File: src/rtl/coeff_token_ctrl_pkg.sv
// Shared types and constants for the coeff_token controller: FSM states,
// table selects, nC thresholds and the special code/ROM word values.
package coeff_token_ctrl_pkg;

  typedef enum logic [1:0] {
    IDLE   = 2'd0,
    CALC   = 2'd1,
    LOOKUP = 2'd2,
    OUT    = 2'd3
  } state_e;

  localparam logic [1:0] ROM_SEL_NC01 = 2'd0;
  localparam logic [1:0] ROM_SEL_NC23 = 2'd1;
  localparam logic [1:0] ROM_SEL_NC47 = 2'd2;
  localparam logic [1:0] ROM_SEL_CDC  = 2'd3;

  localparam logic [4:0] NC_THR_2 = 5'd2;
  localparam logic [4:0] NC_THR_4 = 5'd4;
  localparam logic [4:0] NC_THR_8 = 5'd8;

  localparam logic [5:0] FLC_ZERO_TOKEN = 6'b000011;
  localparam logic [7:0] INVALID_ENTRY  = 8'h00;

  // Chroma DC always uses its own table regardless of the neighbour nC.
  function automatic logic [1:0] selectTable(input logic [4:0] nc, input logic cdc);
    if (cdc)                 return ROM_SEL_CDC;
    else if (nc < NC_THR_2)  return ROM_SEL_NC01;
    else if (nc < NC_THR_4)  return ROM_SEL_NC23;
    else                     return ROM_SEL_NC47;
  endfunction

endpackage

File: src/rtl/coeff_token_ctrl_nc_calc.sv
// Derives the nC context from neighbour TotalCoeff counts and availability.
module nc_calc (
  input  logic       avail_a_i,
  input  logic       avail_b_i,
  input  logic [4:0] n_a_i,
  input  logic [4:0] n_b_i,
  output logic [4:0] nc_o
);

  logic [5:0] sum;

  // Rounded average uses a 6-bit sum so 31+31+1 cannot overflow.
  always_comb begin
    sum  = {1'b0, n_a_i} + {1'b0, n_b_i} + 6'd1;
    nc_o = 5'd0;
    if (avail_a_i && avail_b_i) nc_o = sum[5:1];
    else if (avail_a_i)         nc_o = n_a_i;
    else if (avail_b_i)         nc_o = n_b_i;
  end

endmodule

File: src/rtl/coeff_token_ctrl.sv
// coeff_token controller: registers a block request, selects the VLC table or
// the fixed-length path, captures the external ROM word and hands the token on.
module coeff_token_ctrl
  import coeff_token_ctrl_pkg::*;
#(
  parameter int aWIDTH  = 7,
  parameter int vcWIDTH = 8
) (
  input  logic               clk,
  input  logic               rst_n,
  input  logic               in_valid,
  output logic               in_ready,
  input  logic [4:0]         total_coeff,
  input  logic [1:0]         trailing_ones,
  input  logic [4:0]         n_a,
  input  logic [4:0]         n_b,
  input  logic               avail_a,
  input  logic               avail_b,
  input  logic               chroma_dc,
  output logic [1:0]         rom_sel,
  output logic [aWIDTH-1:0]  rom_addr,
  input  logic [vcWIDTH-1:0] rom_data,
  output logic               out_valid,
  input  logic               out_ready,
  output logic [15:0]        out_code,
  output logic [4:0]         out_len,
  output logic               err
);

  state_e              state_q;
  logic [4:0]          tc_q;
  logic [1:0]          t1_q;
  logic [4:0]          na_q;
  logic [4:0]          nb_q;
  logic                avail_a_q;
  logic                avail_b_q;
  logic                cdc_q;
  logic [1:0]          rom_sel_q;
  logic [aWIDTH-1:0]   rom_addr_q;
  logic [15:0]         out_code_q;
  logic [4:0]          out_len_q;
  logic                err_q;

  logic [4:0]          nc;
  logic                illegal_d;
  logic                use_flc_d;
  logic [5:0]          flc_code_d;
  logic [1:0]          rom_sel_d;
  logic [aWIDTH-1:0]   rom_addr_d;
  logic                rom_invalid_d;
  logic [4:0]          rom_len_d;

  nc_calc u_nc_calc (
    .avail_a_i (avail_a_q),
    .avail_b_i (avail_b_q),
    .n_a_i     (na_q),
    .n_b_i     (nb_q),
    .nc_o      (nc)
  );

  always_comb begin
    illegal_d  = ({3'b000, t1_q} > tc_q) || (tc_q > 5'd16) || (cdc_q && (tc_q > 5'd4));
    use_flc_d  = !cdc_q && (nc >= NC_THR_8);
    flc_code_d = (tc_q == 5'd0) ? FLC_ZERO_TOKEN : {tc_q[3:0] - 4'd1, t1_q};
    rom_sel_d  = selectTable(nc, cdc_q);
    rom_addr_d = aWIDTH'({t1_q, tc_q});
    rom_len_d  = {1'b0, rom_data[vcWIDTH-1 -: 4]} + 5'd1;
    // An all-zero word is a real entry only for nC 0..1 with no coefficients.
    rom_invalid_d = (rom_data == vcWIDTH'(INVALID_ENTRY)) &&
                    !((rom_sel_q == ROM_SEL_NC01) && (tc_q == 5'd0) && (t1_q == 2'd0));
  end

  always_ff @(posedge clk or negedge rst_n) begin
    if (!rst_n) begin
      state_q    <= IDLE;
      tc_q       <= '0;
      t1_q       <= '0;
      na_q       <= '0;
      nb_q       <= '0;
      avail_a_q  <= 1'b0;
      avail_b_q  <= 1'b0;
      cdc_q      <= 1'b0;
      rom_sel_q  <= '0;
      rom_addr_q <= '0;
      out_code_q <= '0;
      out_len_q  <= '0;
      err_q      <= 1'b0;
    end else begin
      err_q <= 1'b0;
      case (state_q)
        IDLE: begin
          if (in_valid) begin
            tc_q      <= total_coeff;
            t1_q      <= trailing_ones;
            na_q      <= n_a;
            nb_q      <= n_b;
            avail_a_q <= avail_a;
            avail_b_q <= avail_b;
            cdc_q     <= chroma_dc;
            state_q   <= CALC;
          end
        end
        CALC: begin
          if (illegal_d) begin
            err_q   <= 1'b1;
            state_q <= IDLE;
          end else if (use_flc_d) begin
            out_code_q <= {10'd0, flc_code_d};
            out_len_q  <= 5'd6;
            state_q    <= OUT;
          end else begin
            rom_sel_q  <= rom_sel_d;
            rom_addr_q <= rom_addr_d;
            state_q    <= LOOKUP;
          end
        end
        LOOKUP: begin
          if (rom_invalid_d) begin
            err_q   <= 1'b1;
            state_q <= IDLE;
          end else if (rom_data == vcWIDTH'(INVALID_ENTRY)) begin
            out_code_q <= 16'd1;
            out_len_q  <= 5'd1;
            state_q    <= OUT;
          end else begin
            out_code_q <= {12'd0, rom_data[3:0]};
            out_len_q  <= rom_len_d;
            state_q    <= OUT;
          end
        end
        OUT: begin
          if (out_ready) state_q <= IDLE;
        end
        default: state_q <= IDLE;
      endcase
    end
  end

  assign in_ready  = (state_q == IDLE);
  assign out_valid = (state_q == OUT);
  assign rom_sel   = rom_sel_q;
  assign rom_addr  = rom_addr_q;
  assign out_code  = out_code_q;
  assign out_len   = out_len_q;
  assign err       = err_q;

endmodule

File: config.mk
export PLATFORM = sky130hd
export DESIGN_NAME = coeff_token_ctrl
export DESIGN_NICKNAME = d
export VERILOG_FILES = /design/src/rtl/coeff_token_ctrl_pkg.sv /design/src/rtl/coeff_token_ctrl_nc_calc.sv /design/src/rtl/coeff_token_ctrl.sv
export SDC_FILE = /design/constraint.sdc
export NUM_CORES = 1
export LEC_CHECK = 0
export CORE_MARGIN = 1.5
export CORE_UTILIZATION = 53
export DETAILED_ROUTE_END_ITERATION = 8
export PLACE_DENSITY = 0.86
export SYNTH_ARGS = -nofsm -noshare
export SYNTH_HDL_FRONTEND = slang
export SYNTH_HIERARCHICAL = 1
export SYNTH_SLANG_ARGS = --single-unit
File: constraint.sdc
create_clock -name clk -period 5.7 [get_ports clk]
set_input_delay 1.14 -clock clk [delete_from_list [all_inputs] [get_ports clk]]
set_output_delay 1.14 -clock clk [all_outputs]
set_load 0.01 [all_outputs]
==> key figures <==
Worst setup path
  – Critical path launch point type: register
  – Most frequent CP cell: o21ai_0
  – Worst EP arrival: 3.51 ns
  – Critical path capture point type: register
  – Worst R2R Setup Slack: 2.37 ns
  – Critical-path cell list: ha_1 > nand2_1 > o21ai_2 > a2111oi_4 > nor3_1 > nor2_1 > o21ai_0 > o21ai_0 > a221oi_4 > mux2_2
  – Data required time at the worst endpoint: 5.88 ns
  – Setup CP Type: register to register
  – CP max stage delay: 0.56 ns
  – Critical path's slowest cell: a221oi_4
  – RR Startpoint: na_q[2]
  – Critical R2R Capture: out_code[5]
  – Worst-path fanout max: 11
  – Register-to-Register Path Depth: 10

Clock network
  – Post-cts repair resize count: 0
  – Post-CTS setup buffers: 0
  – Clock Tree Root: clkbuf_8
  – CTS tree: yes
  – Clock sink count: 43
  – Clk_lat worst skew: 0.29 ns
  – Clock Path Buffers: 2
  – Hold_buf cts: 0
  – Clk pin slew, worst setup/hold paths: 0.08 ns
  – Number of H-tree levels: 2
  – CTS Buf Count: 5

Placement
  – Hpwl dp: 3780 um
  – Placed insts: 330
  – Worst slack, placed: 2.40 ns
  – Routability Congestion: 0.802
  – IO buf count: 54

Power and ir drop
  – Sw power: 734 uW
  – VDD IR max: 377 uV
  – Leak: 0.00132 uW
  – Total power: 1790 uW
  – Comb power frac: 0.570
  – Part of the power in registers: 0.332
  – Power Density: 581 mW/mm^2
  – Clock power frac: 0.099
  – Sw Ratio: 0.410
  – Cell Int Power: 1060 uW

Die
  – Initial Utilization: 0.561
  – Core area: 0.00444 mm^2
  – I/O pins: 65
  – Die Span Y: 71.6 um
  – Die ar.: 0.00513 mm^2
  – Die Wd: 71.6 um
  – Rows: 24

Drt
  – Vias per Instance: 5.70
  – DR vias: 1914
  – Drt total wl: 5080 um
  – Antenna Nets Post-Route: 0
  – Wire length per cell: 15.1 um
  – Drt pass-1 iters: 9
  – Iter 0 DRT Violations: 107
  – Remaining DRCs: 4

Global route
  – GRT Util Overall: 0.210
  – Global-route wire length before repair: 8430 um
  – Gr ovfl total: 0
  – Largest net degree at the start of global routing: 44
  – Vias in the first global route: 1896
  – Initial antenna violation count: 0

Layout
  – Share of cells above drive strength 1: 0.141
  – Register area: 0.00108 mm^2
  – Final net count: 331
  – Layout fillers: 335
  – Final Instance Count excl. Fillers: 336
  – Ant. Diodes: 0
  – Area of the multi-input gates: 0.00127 mm^2
  – Synth-to-layout area growth: 23.7%

STA
  – Skew final: 0.00631 ns
  – Fin worst setup slack: 2.37 ns
  – Slew Viols, Final: 0
  – Hold Vio Cnt, Final: 0
  – RSZ-0062 raised after global routing: no
  – Final setup violation count: 0
  – Crit share post-route: 0.584
  – Slew @ Worst Pin: 0.937 ns
  – Fmax: 301 MHz
  – Setup TNS: 0 ns
  – Tmin final: 3.33 ns
  – Slew HR: 0.375

Yosys
  – Post-synthesis cell count: 233
  – Synthesized area per cell: 10.7 um^2
  – Mapped cell area: 0.00249 mm^2
  – Yosys warning count: 6

Job
  – Max-Cap Viols: 0

Status
  – Status: finished with violations
  – Failing checks: design-rule violations

Worst hold path
  – Hold path endpoint: out_code[0]
  – Worst hold path type: register to register
  – Min-delay src: out_code[0]
  – Worst hold path stage count: 1
worst max-delay path, delay by kind of cell, from the launching register on:
kind,cells,cell delay [ns]
and+or+nand+nor,3,0.53
AOI/OAI and AO/OA,5,1.52
adders and majority gates,1,0.37
DFF,1,0.40
muxes,1,0.40
flip-flops by register name, indices dropped and copies added (netlist names):
name / count
t1_q: 2
out_len: 5
nb_q: 5
avail_b_q: 1
avail_a_q: 1
na_q: 5
rom_sel: 2
err: 1
rom_addr: 7
out_code: 6
tc_q: 5
state_q: 2
cdc_q: 1
placed cells by master, fill, tap and decap left out, types with 2 or more instances in the layout:
cell type,n
clkdlybuf4s50_1,53
mux2_4,2
a22o_1,2
nand3_1,5
mux2_2,25
nand3b_1,2
clkbuf_8,5
ha_1,13
nand2b_1,6
and3_1,2
inv_1,17
a2bb2oi_1,2
mux2i_1,2
conb_1,10
nand2_1,8
a21oi_1,3
nor4_1,2
o21ai_0,15
a21o_1,2
o22ai_1,4
dfrtp_1,43
nor2_1,16
xnor2_1,2
nor3_1,9
a31oi_1,2
a211oi_1,4
nor2b_1,2
o22a_1,3
power by group through the flow:
stage	clock [uW]	combinational (uW)	sequential [uW]
after floorplan	0	735	576
after global placement	0	981	592
after detailed placement	0	1020	597
after CTS	181	1030	592
after global routing	194	1120	618
final	177	1020	594
metrics by stage:
step	hold WS, ns	util	area [um^2]
final	0.516	0.694	3080
after global routing	0.538	0.694	3080
after CTS	0.517	0.694	3080
after detailed placement	0.498	0.678	3010
after global placement	0.496	0.678	3010
after floorplan	0.479	-	2530
cell type report:
cell class,count,share of cell area
Clock buffer,6,0.0235
Timing Repair Buffer,54,0.174
Multi-Input combinational cell,164,0.412
Sequential cell,43,0.349
Tap cell,52,0.0211
Inverter,17,0.0207
worst max-delay path by stage:
stage / start / endpoint / slack, ns / depth (start not counted)
after floorplan: na_q[1] / out_code[0] / 2.95 / 12
after global placement: rom_data[4] / out_code[5] / 2.48 / 7
after detailed placement: rom_data[4] / out_code[5] / 2.40 / 7
after CTS: na_q[2] / out_code[5] / 2.37 / 10
after global routing: na_q[1] / out_code[5] / 2.12 / 11
final: na_q[2] / out_code[5] / 2.37 / 10
layer usage:
| metal | vias up | GRT usage | routed length, um |
|---|---|---|---|
| li1 | 911 | - | - |
| met1 | 915 | 0.269 | 2140 |
| met2 | 82 | 0.357 | 2560 |
| met3 | 6 | 0.0464 | 318 |
| met4 | 0 | 0.0671 | 61 |
| met5 | - | 0 | 0 |
Note: power is estimated with default switching activity, not from simulation.
